$ cat config.mk
export PLATFORM = sky130hd
export DESIGN_NAME = sync_debounce
export DESIGN_NICKNAME = d
export VERILOG_FILES = /design/src/rtl/sync_debounce.sv
export SDC_FILE = /design/constraint.sdc
export NUM_CORES = 1
export LEC_CHECK = 0
export BUFFER_PORTS_ARGS = -buffer_cell sky130_fd_sc_hd__buf_4
export CAP_MARGIN = 25
export CELL_PAD_IN_SITES_DETAIL_PLACEMENT = 1
export CELL_PAD_IN_SITES_GLOBAL_PLACEMENT = 1
export CORE_MARGIN = 4
export CORE_UTILIZATION = 43
export DETAILED_ROUTE_END_ITERATION = 8
export PLACE_DENSITY_LB_ADDON = 0.05
export SYNTH_ARGS = -nofsm -noshare
export SYNTH_HDL_FRONTEND = slang
export SYNTH_SLANG_ARGS = --single-unit
$ cat constraint.sdc
create_clock -name i_clk -period 1.16 [get_ports i_clk]
set_input_delay 0.058 -clock i_clk [delete_from_list [all_inputs] [get_ports i_clk]]
set_output_delay 0.058 -clock i_clk [all_outputs]
set_load 0.1 [all_outputs]
$ cat src/rtl/sync_debounce.sv
// sync_debounce: per-channel multi-stage synchroniser followed by a stable-count debouncer
// with registered level and one-cycle rise/fall pulses.
module sync_debounce #(
    parameter int               WIDTH       = 3,
    parameter int               DEPTH       = 3,
    parameter int               STABLE      = 4,
    parameter logic [WIDTH-1:0] RESET_VALUE = '0
) (
    input  logic             i_clk,
    input  logic             i_reset,
    input  logic [WIDTH-1:0] iv_input,
    output logic [WIDTH-1:0] ov_level,
    output logic [WIDTH-1:0] ov_rise,
    output logic [WIDTH-1:0] ov_fall
);
    localparam int CW = STABLE > 1 ? $clog2(STABLE) : 1;
    logic [WIDTH-1:0] sync [DEPTH];
    logic [CW-1:0]    count [WIDTH];
    logic [WIDTH-1:0] s;
    assign s = sync[DEPTH-1];
    always_ff @(posedge i_clk) begin
        if (i_reset) begin
            for (int k = 0; k < DEPTH; k++) sync[k] <= RESET_VALUE;
            for (int n = 0; n < WIDTH; n++) count[n] <= '0;
            ov_level <= RESET_VALUE;
            ov_rise  <= '0;
            ov_fall  <= '0;
        end else begin
            sync[0] <= iv_input;
            for (int k = 1; k < DEPTH; k++) sync[k] <= sync[k-1];
            for (int n = 0; n < WIDTH; n++) begin
                ov_rise[n] <= 1'b0;
                ov_fall[n] <= 1'b0;
                // a matching sample drops any partial count, so there is no carry-over
                if (s[n] == ov_level[n]) begin
                    count[n] <= '0;
                end else if (count[n] == CW'(STABLE - 1)) begin
                    count[n]    <= '0;
                    ov_level[n] <= s[n];
                    ov_rise[n]  <= s[n];
                    ov_fall[n]  <= ~s[n];
                end else begin
                    count[n] <= count[n] + CW'(1);
                end
            end
        end
    end
endmodule

* After elaboration in Yosys (flattened, before gate mapping)
Memories as Yosys holds them, arrays and structs flattened.
Cells that the tools add are included.
** Word-level totals
- Bits in registers :: 9
- RAM bits :: 15
- Input port bits :: 5
- Output and inout port bits :: 9
- Logic and storage cells :: 95
- Memories kept :: 2
** Memory list
- sync :: words 3, width 3, read ports 3, clocked after memory_dff 0, wr ports 3, line 17 : logic [WIDTH-1:0] sync [DEPTH];
- count :: words 3, width 2, read ports 3, clocked after memory_dff 0, wr ports 3, line 18 : logic [CW-1:0] count [WIDTH];
** Cells by class
- Add/sub/neg operators :: 3
- Eq/ne operators :: 6
- Mux-type cells :: 48
- Bitwise logic cells :: 21
- Reductions and logical operators :: 6
** Operators by type and width (count)
- 1-bit 2-to-1 mux :: 36
- 2-bit 2-to-1 mux :: 9
- 1-bit OR :: 12
- 3-bit 2-to-1 mux :: 3
- 1-bit NOT :: 9
- 3-bit OR reduction :: 3
- 2-bit by 1-bit adder with 2-bit output, second input constant :: 3
- 2-bit equality test, second input constant :: 3
- 2-bit AND reduction :: 3
- 1-bit equality test :: 3

* Longest topological paths before layout
Gate-level depths: netlist of run 1.
- Depth in word-level cells :: 7
- Mapped depth :: 3
- Depth with buffers taken out :: 3

* Worst setup path after synthesis of run 1
No wires, ideal clock.
- Path type :: register -> register
- Start :: register ov_level[0]
- End :: memory count[0][1] in the netlist's numbering, data pin
- Setup time :: 170 ps
- Arrival :: 1434 ps
- Required time :: 990 ps
- Setup slack :: -443 ps
- Stages on the path, launching flop included :: 3
- Path buffers :: 0
- Period minus slack after synthesis :: 1603 ps
- Cells stage by stage :: dfxtp_1 xnor2_1 nor4b_2
** RTL lines
- from (decl) :: line 12 : output logic [WIDTH-1:0] ov_level,
- from (signal, indexed assignment) :: line 39 : ov_level[n] <= s[n];
- to (decl) :: line 18

==> results_tabular.tex, run 1 <==
\begin{tabular}{lr}
\hline
Metric & Value \\
\hline
\multicolumn{2}{l}{\textbf{Run status}} \\
Run status & complete, no violations \\
\multicolumn{2}{l}{\textbf{Timing}} \\
Max Clk Rate & 886 MHz \\
Count of final setup violators & 0 \\
Tightest hold margin & 96.2 ps \\
Crit path time final & 1130 ps \\
Worst setup skew after layout & 3.07 ps \\
Count of pins over their slew limit & 0 \\
Final hold violation count & 0 \\
Final Cycle Share & 0.972 \\
\multicolumn{2}{l}{\textbf{Worst setup path}} \\
Buffer and inverter count on the worst path & 0 \\
Worst Setup Path Type & flip-flop to flip-flop \\
Crit path max-delay family & flip-flops \\
CP Max Fanout & 5 \\
Longest individual stage delay on the worst path & 440 ps \\
Slowest library cell on the worst path & sky130\_fd\_sc\_hd\_\_edfxtp\_1 \\
Chain of cells forming the critical path & ha\_2 > nor4\_2 \\
Flop-to-flop setup slack & 30 ps \\
Crit path capture type & flip-flop \\
Nature of the critical path startpoint & flip-flop \\
Worst Path Required & 1300 ps \\
Arr. time, crit path & 1270 ps \\
\multicolumn{2}{l}{\textbf{Power and ir drop}} \\
Int Pwr & 1.10 mW \\
Proportion of power drawn by flip-flops and latches & 0.635 \\
Worst vdd rail ir drop & 0.853 mV \\
Clock network power share & 0.307 \\
Leak pwr & 0.418 nW \\
Power consumption & 1.39 mW \\
Net switching power & 0.285 mW \\
Switching fraction of total power & 0.205 \\
Part of the total power dissipated in combinational logic & 0.058 \\
Cell Pwr Density & 1260 nW/um\^{}2 \\
\multicolumn{2}{l}{\textbf{Global route}} \\
Total track usage & 0.115 \\
Pin count of the biggest net entering global routing & 25 \\
Global-route wire length before repair & 2230 um \\
Initial antenna violation count & 0 \\
Total grt overflow & 0 \\
Vias in the first global route & 520 \\
\multicolumn{2}{l}{\textbf{Place}} \\
Quantity of I/O buffers inserted on ports & 13 \\
RD Place Congestion & 0.673 \\
Placed instance count & 101 \\
DP Wirelength & 830 um \\
\multicolumn{2}{l}{\textbf{Route}} \\
Antenna violation net count after detailed routing & 0 \\
Drt first-iter violations & 3 \\
Pre-Repair DR Iteration Count & 2 \\
Vias per cell & 4.82 \\
Vias post-DR & 525 \\
DR WL/cell & 11.8 um \\
DRC violation count after routing & 0 \\
Final routed wirelength across all metal layers & 1290 um \\
\multicolumn{2}{l}{\textbf{Floorplan}} \\
Vertical extent of the die & 52.9 um \\
Full die area & 2800 sq um \\
Total core area & 1820 sq um \\
Count of boundary I/O pins & 14 \\
Initial standard-cell utilization of the core & 0.477 \\
DIE WIDTH & 52.9 um \\
Std-Cell Rows & 15 \\
\multicolumn{2}{l}{\textbf{CTS}} \\
Clock slew seen by the registers of the worst setup and hold paths & 120 ps \\
CTS max path bufs & 2 \\
Clock insertion delay at the later pin of the skew report & 310 ps \\
Master cell of the clock root buffer & sky130\_fd\_sc\_hd\_\_clkbuf\_4 \\
Number of buffers inserted during clock tree synthesis & 3 \\
TritonCTS clock tree & built \\
Clock sink total & 24 \\
Level count of the clock H-tree & 1 \\
\multicolumn{2}{l}{\textbf{Synth}} \\
Main combinational cell family by area after synthesis & simple AND/OR/NAND/NOR gates \\
Yosys top cell area share & 0.415 \\
Top cells by area in the synthesized netlist & sky130\_fd\_sc\_hd\_\_dfxtp\_1, sky130\_fd\_sc\_hd\_\_edfxtp\_1, sky130\_fd\_sc\_hd\_\_nor2b\_1 \\
Leading post-synthesis cells by instance count & sky130\_fd\_sc\_hd\_\_dfxtp\_1, sky130\_fd\_sc\_hd\_\_nor2b\_1, sky130\_fd\_sc\_hd\_\_edfxtp\_1, sky130\_fd\_sc\_hd\_\_and4bb\_2 \\
Synth unique cells & 14 \\
Yosys reg bits & 24 \\
YS warnings & 0 \\
Sequential area share after synthesis & 0.622 \\
Post-synthesis adder-cell area fraction & 0.0432 \\
Post-Syn Instances & 60 \\
Number of synthesized flops with an enable pin & 6 \\
Synthesized-area fraction occupied by and/or/nand/nor cells & 0.246 \\
Cell with the most instances after synthesis & sky130\_fd\_sc\_hd\_\_dfxtp\_1 \\
Most frequently used flop master after synthesis & sky130\_fd\_sc\_hd\_\_dfxtp\_1 \\
Post-synthesis cell area & 868 sq um \\
Xor-xnor portion of the synthesized cell area & 0.0303 \\
Area leader, netlist & sky130\_fd\_sc\_hd\_\_dfxtp\_1 \\
Asr flop ratio synth & 0 \\
Syn\_area\_per\_cell & 14.5 sq um \\
Mux cell area share after synthesis & 0.0346 \\
Fraction of the mapped netlist area in compound gates & 0 \\
\multicolumn{2}{l}{\textbf{Finish}} \\
Final cell utilization of the core & 0.607 \\
Post-route insts no fill & 109 \\
Area Growth Syn to Fin & 27.2\% \\
Total inserted antenna cells & 0 \\
Net count, final & 93 \\
Layout cell share with drive strength beyond 1 & 0.417 \\
\multicolumn{2}{l}{\textbf{Hold path}} \\
Classification of the worst-slack hold path & primary input to flip-flop \\
\multicolumn{2}{l}{\textbf{Job}} \\
Max-capacitance violation count & 0 \\
\hline
\end{tabular}
[power by group through the flow]
stage          clock network [mW]  logic (mW)  registers [mW]
6_report                    0.427      0.0810           0.882
5_1_grt                     0.503      0.0911           0.885
4_1_cts                     0.453      0.0768           0.882
3_5_place_dp                    0      0.0685           0.900
3_3_place_gp                    0      0.0664           0.899
2_1_floorplan                   0      0.0459           0.904
[kinds of logic (layout without fill, tap and decap cells)]
logic type,Yosys count,count (layout)
mux,3,3
other cells,1,6
simple gates,24,24
buf+inv,2,21
flops,24,24
fa+ha+maj,3,3
xor+xnor,3,3
[metrics by stage]
step	worst slack (ps)	setup TNS [ps]	area, sq um
finish	31.9	0	1100
global route	-34.2	-36.3	1100
CTS	10.2	0	1090
detailed placement	7.47	0	1010
global placement	48.5	0	1010
floorplan	108	0	898
[layer usage]
| metal | track usage | vias up | routed length (um) |
|---|---|---|---|
| met4 | 0.0894 | 0 | 45 |
| li1 | - | 259 | - |
| met2 | 0.171 | 13 | 596 |
| met5 | 0 | - | 0 |
| met3 | 0.0366 | 5 | 94 |
| met1 | 0.135 | 248 | 555 |
[worst paths after layout]
path         cells after the start                       from                   endpoint
min reg2reg                      1      sync[0][4]$_SDFF_PP0_      sync[0][7]$_SDFF_PP0_
max reg2reg                      2  count[2][0]$_SDFFCE_PN0P_  count[2][0]$_SDFFCE_PN0P_
min                              2                    i_reset   ov_level[2]$_SDFFE_PP0P_
max                              2  count[2][0]$_SDFFCE_PN0P_  count[2][0]$_SDFFCE_PN0P_
[layout by cell type (no fill, tap or decap)]
cell / instances
sky130_fd_sc_hd__nor4_2: 2
sky130_fd_sc_hd__ha_2: 3
sky130_fd_sc_hd__clkbuf_4: 3
sky130_fd_sc_hd__and4bb_2: 4
sky130_fd_sc_hd__dfxtp_4: 3
sky130_fd_sc_hd__nor2b_1: 9
sky130_fd_sc_hd__dlygate4sd3_1: 3
sky130_fd_sc_hd__nor4b_2: 3
sky130_fd_sc_hd__conb_1: 6
sky130_fd_sc_hd__nor4_1: 1
sky130_fd_sc_hd__dfxtp_1: 15
sky130_fd_sc_hd__edfxtp_1: 6
sky130_fd_sc_hd__xnor2_1: 3
sky130_fd_sc_hd__clkbuf_8: 1
sky130_fd_sc_hd__buf_4: 14
sky130_fd_sc_hd__nor2_1: 3
sky130_fd_sc_hd__mux2i_1: 3
sky130_fd_sc_hd__nor4bb_2: 2
[registers in the layout (all words and copies together), names as in the netlist]
| register | cells |
|---|---|
| count | 6 |
| ov_fall | 3 |
| ov_level | 3 |
| ov_rise | 3 |
| sync | 9 |
[area by class of cell]
type                       count  area, sq um
clock buffer                   4         36.3
fill                         199          716
multi-input combinational     39          350
sequential                    24          552
tap                           25         31.3
timing repair buffer          17          135
[repair_timing]
| item | CTS | global route |
|---|---|---|
| endpoints found under the hold margin | 3 | 0 |
| setup buffers | 0 | 1 |
| resized for setup | 2 | 3 |
| hold buffers | 3 | 0 |
| endpoints found under the setup margin | 1 | 5 |
(Power assumes the default switching activity.)
==> run 2, diff against run 1 <==
--- a/config.mk
+++ b/config.mk
@@ -13,6 +13,8 @@
 export CORE_UTILIZATION = 43
 export DETAILED_ROUTE_END_ITERATION = 8
 export PLACE_DENSITY_LB_ADDON = 0.05
+export REMOVE_ABC_BUFFERS = 1
+export SLEW_MARGIN = 15
 export SYNTH_ARGS = -nofsm -noshare
 export SYNTH_HDL_FRONTEND = slang
 export SYNTH_SLANG_ARGS = --single-unit
==> results_tabular.tex, run 2 (synthesis gave the netlist of run 1 again) <==
\begin{tabular}{lr}
\hline
Metric & Value \\
\hline
\multicolumn{2}{l}{\textbf{Job}} \\
Max-capacitance violation count & 0 (unchanged) \\
\multicolumn{2}{l}{\textbf{Worst setup path}} \\
Crit path capture type & flip-flop \\
Worst Setup Path Type & flip-flop to flip-flop \\
Nature of the critical path startpoint & flip-flop \\
CP Max Fanout & 2 (-3) \\
Arr. time, crit path & 1180 ps (-90 ps) \\
Flop-to-flop setup slack & 50 ps (+20 ps) \\
Worst Path Required & 1230 ps (-70 ps) \\
\multicolumn{2}{l}{\textbf{Floorplan}} \\
Full die area & 2800 sq um (unchanged) \\
Std-Cell Rows & 15 (unchanged) \\
Vertical extent of the die & 52.9 um (unchanged) \\
Total core area & 1820 sq um (unchanged) \\
DIE WIDTH & 52.9 um (unchanged) \\
Initial standard-cell utilization of the core & 0.477 (unchanged) \\
Count of boundary I/O pins & 14 (unchanged) \\
\multicolumn{2}{l}{\textbf{Finish}} \\
Largest register FFs & 9 (unchanged) \\
Layout Cell Area excl Fill & 1110 sq um (+0.91\%) \\
Total inserted antenna cells & 0 (unchanged) \\
Area Growth Syn to Fin & 28.4\% \\
Most common cell after layout, fill and taps aside & sky130\_fd\_sc\_hd\_\_dfxtp\_1 \\
Layout cell share with drive strength beyond 1 & 0.381 (-0.0357) \\
Fillers & 192 (-3.5\%) \\
Net count, final & 93 (unchanged) \\
Top library cells by usage in the layout, fill and taps aside & sky130\_fd\_sc\_hd\_\_dfxtp\_1, sky130\_fd\_sc\_hd\_\_buf\_4, sky130\_fd\_sc\_hd\_\_nor2b\_1, sky130\_fd\_sc\_hd\_\_edfxtp\_1, sky130\_fd\_sc\_hd\_\_conb\_1 \\
Top register by number of flip-flops & sync \\
Registers with the most flip-flops & sync (9), count (6) \\
\multicolumn{2}{l}{\textbf{Power and ir drop}} \\
Cell Pwr Density & 1250 nW/um\^{}2 (-0.47\%) \\
Leak pwr & 0.419 nW (+0.22\%) \\
Worst vdd rail ir drop & 0.727 mV (-15\%) \\
Power consumption & 1.40 mW (+0.43\%) \\
\multicolumn{2}{l}{\textbf{Timing}} \\
Worst setup skew after layout & 5.92 ps (+2.85 ps) \\
Worst Slack Setup Final & 47.7 ps (+15.8 ps) \\
Final hold violation count & 0 (unchanged) \\
Final Cycle Share & 0.959 (-0.0136) \\
Count of final setup violators & 0 (unchanged) \\
Crit path time final & 1110 ps (-15.8 ps) \\
Final TNS setup & 0 ps (unchanged) \\
Count of pins over their slew limit & 0 (unchanged) \\
Max Clk Rate & 899 MHz (+1.4\%) \\
\multicolumn{2}{l}{\textbf{CTS}} \\
TritonCTS clock tree & built \\
CTS max path bufs & 2 (unchanged) \\
Number of buffers inserted during clock tree synthesis & 3 (unchanged) \\
Level count of the clock H-tree & 1 (unchanged) \\
Clock insertion delay at the later pin of the skew report & 300 ps (about the same) \\
Clock sink total & 24 (unchanged) \\
Clock slew seen by the registers of the worst setup and hold paths & 130 ps (about the same) \\
Master cell of the clock root buffer & sky130\_fd\_sc\_hd\_\_clkbuf\_4 \\
\multicolumn{2}{l}{\textbf{Global route}} \\
Total track usage & 0.112 (-0.00311) \\
Initial antenna violation count & 0 (unchanged) \\
Total grt overflow & 0 (unchanged) \\
Vias in the first global route & 539 (+3.7\%) \\
Pin count of the biggest net entering global routing & 25 (unchanged) \\
Global-route wire length before repair & 2270 um (+1.9\%) \\
\multicolumn{2}{l}{\textbf{Route}} \\
Antenna violation net count after detailed routing & 0 (unchanged) \\
Final routed wirelength across all metal layers & 1270 um (-1.5\%) \\
Drt first-iter violations & 0 (-3) \\
Vias per cell & 4.77 (-0.95\%) \\
DR WL/cell & 11.7 um (-1.5\%) \\
DRC violation count after routing & 0 (unchanged) \\
Vias post-DR & 520 (-0.95\%) \\
Pre-Repair DR Iteration Count & 1 (-1) \\
\multicolumn{2}{l}{\textbf{Place}} \\
Dpl ws & 3.84 ps (-3.63 ps) \\
RD Place Congestion & 0.622 (-7.7\%) \\
Cell area after placement & 1000 sq um (-1.1\%) \\
Quantity of I/O buffers inserted on ports & 13 (unchanged) \\
DP Wirelength & 848 um (+2.1\%) \\
\multicolumn{2}{l}{\textbf{Run status}} \\
Run status & complete, no violations \\
\multicolumn{2}{l}{\textbf{Hold path}} \\
Classification of the worst-slack hold path & primary input to flip-flop \\
\hline
\end{tabular}
## run 2: changes by cell type in the layout (fill, tap and decap cells not counted)
cell                      delta
sky130_fd_sc_hd__ha_2        -1
sky130_fd_sc_hd__dfxtp_1     +3
sky130_fd_sc_hd__buf_4       -3
sky130_fd_sc_hd__dfxtp_4     -3
sky130_fd_sc_hd__buf_6       +3
sky130_fd_sc_hd__ha_4        +1
## run 2: final timing paths
kind / startpoint / endpoint / cells past startpoint
max: count[1][0]$_SDFFCE_PN0P_ / count[1][1]$_SDFFCE_PN0P_ / 2
max reg2reg: count[1][0]$_SDFFCE_PN0P_ / count[1][1]$_SDFFCE_PN0P_ / 2
min reg2reg: sync[0][0]$_SDFF_PP0_ / sync[0][3]$_SDFF_PP0_ / 1
min: i_reset / ov_level[1]$_SDFFE_PP0N_ / 2
## run 2: report_power, final
part	leakage, nW	internal (mW)	total [mW]	switching, mW
logic	0.189	0.0432	0.0824	0.0392
clock network	0.0210	0.191	0.423	0.232
registers	0.208	0.878	0.890	0.0112
## run 2: metrics by stage
step	utilization	hold slack, ps	instances
after floorplan	-	130	63
after global placement	0.549	268	101
after detailed placement	0.549	276	101
after CTS	0.587	92.7	108
after global routing	0.612	80.2	109
final	0.612	96.9	109
## run 2: cell type report
type	instances	area [sq um]	share of cell area
Clock buffer	4	36.3	0.0325
Multi-Input combinational cell	39	360	0.323
Sequential cell	24	541	0.485
Tap cell	25	31.3	0.0281
Timing Repair Buffer	17	146	0.131
## run 2: critical path, stage by stage, from the launching register on
cell and delay (ps):
sky130_fd_sc_hd__edfxtp_1 430, sky130_fd_sc_hd__ha_2 290, sky130_fd_sc_hd__nor4b_2 150
## run 2: what timing repair did
action                                 4_1_cts  5_1_grt
hold buffers                                 3        0
pin swaps                                    0        0
setup endpoints to repair                    1        9
endpoints found under the hold margin        3        0
gates resized for setup                      1        8
buffers inserted                             0        1
## run 2: routing by layer
metal	vias to the layer above	track usage	wire length, um	share of wire
met5	-	0	0	0
met4	0	0.0383	10	0.0079
met3	2	0.0338	66	0.052
met2	11	0.205	662	0.52
met1	252	0.120	532	0.42
li1	255	-	-	-
==> run 3, diff against run 2 <==
--- a/config.mk
+++ b/config.mk
@@ -10,11 +10,11 @@
 export CELL_PAD_IN_SITES_DETAIL_PLACEMENT = 1
 export CELL_PAD_IN_SITES_GLOBAL_PLACEMENT = 1
 export CORE_MARGIN = 4
-export CORE_UTILIZATION = 43
+export CORE_UTILIZATION = 39
 export DETAILED_ROUTE_END_ITERATION = 8
 export PLACE_DENSITY_LB_ADDON = 0.05
 export REMOVE_ABC_BUFFERS = 1
-export SLEW_MARGIN = 15
+export SLEW_MARGIN = 20
 export SYNTH_ARGS = -nofsm -noshare
 export SYNTH_HDL_FRONTEND = slang
 export SYNTH_SLANG_ARGS = --single-unit
==> constraint.sdc (replaced) <==
create_clock -name i_clk -period 1 [get_ports i_clk]
set_input_delay 0.05 -clock i_clk [delete_from_list [all_inputs] [get_ports i_clk]]
set_output_delay 0.05 -clock i_clk [all_outputs]
set_load 0.1 [all_outputs]
==> results_tabular.tex, run 3 (synthesis gave the netlist of run 1 again) <==
\begin{tabular}{lr}
\hline
Metric & Value \\
\hline
\multicolumn{2}{l}{\textbf{Worst setup path}} \\
Worst Path Required & 1150 ps (-80 ps) \\
Nature of the critical path startpoint & flip-flop \\
CP Max Fanout & 2 (unchanged) \\
Worst Setup Path Type & flip-flop to flip-flop \\
Crit path capture type & flip-flop \\
Arr. time, crit path & 1230 ps (+50 ps) \\
Worst r2r path cells & 2 (unchanged) \\
\multicolumn{2}{l}{\textbf{Power and ir drop}} \\
Worst vdd rail ir drop & 0.848 mV (+17\%) \\
Leak pwr & 0.472 nW (+13\%) \\
Cell Pwr Density & 1330 nW/um\^{}2 (+6.4\%) \\
Power consumption & 1.76 mW (+26\%) \\
\multicolumn{2}{l}{\textbf{Finish}} \\
Total inserted antenna cells & 0 (unchanged) \\
Layout Cell Area excl Fill & 1320 sq um (+19\%) \\
Fillers & 194 (+1.0\%) \\
Most common cell after layout, fill and taps aside & sky130\_fd\_sc\_hd\_\_dfxtp\_1 \\
Largest register FFs & 9 (unchanged) \\
Area Growth Syn to Fin & 52.2\% \\
Top library cells by usage in the layout, fill and taps aside & sky130\_fd\_sc\_hd\_\_dfxtp\_1, sky130\_fd\_sc\_hd\_\_nor2b\_1, sky130\_fd\_sc\_hd\_\_buf\_4 \\
Layout cell share with drive strength beyond 1 & 0.483 (+0.102) \\
Registers with the most flip-flops & sync (9), count (6) \\
Top register by number of flip-flops & sync \\
Net count, final & 96 (+3.2\%) \\
\multicolumn{2}{l}{\textbf{Floorplan}} \\
Initial standard-cell utilization of the core & 0.425 (-0.0517) \\
Std-Cell Rows & 16 (+1) \\
Total core area & 2040 sq um (+12\%) \\
Vertical extent of the die & 55.2 um (+4.3\%) \\
Count of boundary I/O pins & 14 (unchanged) \\
DIE WIDTH & 55.2 um (+4.3\%) \\
Full die area & 3050 sq um (+8.7\%) \\
\multicolumn{2}{l}{\textbf{CTS}} \\
TritonCTS clock tree & built \\
Clock insertion delay at the later pin of the skew report & 320 ps (+20 ps) \\
Clock slew seen by the registers of the worst setup and hold paths & 130 ps (about the same) \\
Level count of the clock H-tree & 1 (unchanged) \\
CTS max path bufs & 2 (unchanged) \\
Number of buffers inserted during clock tree synthesis & 3 (unchanged) \\
Master cell of the clock root buffer & sky130\_fd\_sc\_hd\_\_clkbuf\_4 \\
Clock sink total & 24 (unchanged) \\
\multicolumn{2}{l}{\textbf{Global route}} \\
Total track usage & 0.120 (+0.00809) \\
Pin count of the biggest net entering global routing & 25 (unchanged) \\
Total grt overflow & 0 (unchanged) \\
Vias in the first global route & 586 (+8.7\%) \\
Global-route wire length before repair & 2430 um (+7.0\%) \\
Initial antenna violation count & 0 (unchanged) \\
\multicolumn{2}{l}{\textbf{Place}} \\
Cell area after placement & 1020 sq um (+2.5\%) \\
DP Wirelength & 858 um (+1.2\%) \\
Quantity of I/O buffers inserted on ports & 13 (unchanged) \\
Dpl ws & -116 ps (-120 ps) \\
RD Place Congestion & 0.616 (-0.95\%) \\
\multicolumn{2}{l}{\textbf{Timing}} \\
Worst setup skew after layout & 9.19 ps (+3.26 ps) \\
Crit path time final & 1080 ps (-32.6 ps) \\
Worst Slack Setup Final & -79.7 ps (-127 ps) \\
Count of pins over their slew limit & 0 (unchanged) \\
Max Clk Rate & 926 MHz (+3.0\%) \\
Count of final setup violators & 6 (+6) \\
Setup repair after global routing missed its margin & yes \\
Final hold violation count & 0 (unchanged) \\
Final Cycle Share & 1.08 (+0.121) \\
\multicolumn{2}{l}{\textbf{Route}} \\
Antenna violation net count after detailed routing & 0 (unchanged) \\
DR WL/cell & 14.0 um (+20\%) \\
Pre-Repair DR Iteration Count & 1 (unchanged) \\
Final routed wirelength across all metal layers & 1590 um (+25\%) \\
DRC violation count after routing & 0 (unchanged) \\
Drt first-iter violations & 0 (unchanged) \\
Vias post-DR & 527 (+1.3\%) \\
Vias per cell & 4.62 (-3.1\%) \\
\multicolumn{2}{l}{\textbf{Run status}} \\
Violated checks & setup timing \\
Run status & complete, but fails checks \\
\multicolumn{2}{l}{\textbf{Hold path}} \\
Hold path depth & 2 (unchanged) \\
Classification of the worst-slack hold path & primary input to flip-flop \\
\multicolumn{2}{l}{\textbf{Job}} \\
Max-capacitance violation count & 0 (unchanged) \\
\hline
\end{tabular}
[run 3: cell count changes in the layout (fill, tap and decap cells not counted), sizes merged]
cell / delta
buf: +3
[run 3: layout make-up]
type	instances	area, sq um	area share
Sequential cell	24	552	0.418
Multi-Input combinational cell	39	470	0.356
Timing Repair Buffer	20	218	0.165
Clock buffer	4	47.5	0.0360
Tap cell	27	33.8	0.0256
[run 3: worst paths after layout]
check                                                  to  slack [ps]                 startpoint
worst min-delay path                sync[0][1]$_SDFF_PP0_         110                    i_reset
worst min register to register      sync[0][4]$_SDFF_PP0_         460      sync[0][1]$_SDFF_PP0_
worst max register to register  count[0][1]$_SDFFCE_PN0P_         -80  count[0][0]$_SDFFCE_PN0P_
worst max-delay path            count[0][1]$_SDFFCE_PN0P_         -80  count[0][0]$_SDFFCE_PN0P_
[run 3: what timing repair did]
action | 4_1_cts | 5_1_grt
endpoints found under the setup margin | 22 | 18
hold buffers | 3 | 0
setup buffers | 1 | 0
gates resized for setup | 26 | 14
pin swaps | 6 | 3
hold endpoints to repair | 3 | 0
[run 3: through the flow]
| stage | std cells | TNS (ps) | hold slack [ps] | util |
|---|---|---|---|---|
| after floorplan | 63 | -6520 | 122 | - |
| after global placement | 106 | -410 | 260 | 0.502 |
| after detailed placement | 106 | -692 | 268 | 0.502 |
| after CTS | 114 | -322 | 79.1 | 0.606 |
| after global routing | 114 | -886 | 111 | 0.647 |
| final | 114 | -333 | 114 | 0.647 |
[run 3: report_power, final]
part	internal [mW]	total [mW]	switching [mW]
Combinational	0.0717	0.135	0.0636
Sequential	1.01	1.03	0.0177
Clock	0.305	0.596	0.291
Total	1.39	1.76	0.372
[run 3: layer usage]
layer	wire length (um)	GRT usage	vias to the layer above
li1	-	-	261
met1	671	0.120	248
met2	830	0.213	13
met3	54	0.0241	5
met4	36	0.0972	0
met5	0	0	-
[run 3: critical path, cell delays in order (launching register included)]
cell                       delay, ps
sky130_fd_sc_hd__edfxtp_1        460
sky130_fd_sc_hd__ha_4            290
sky130_fd_sc_hd__nor4b_4         170
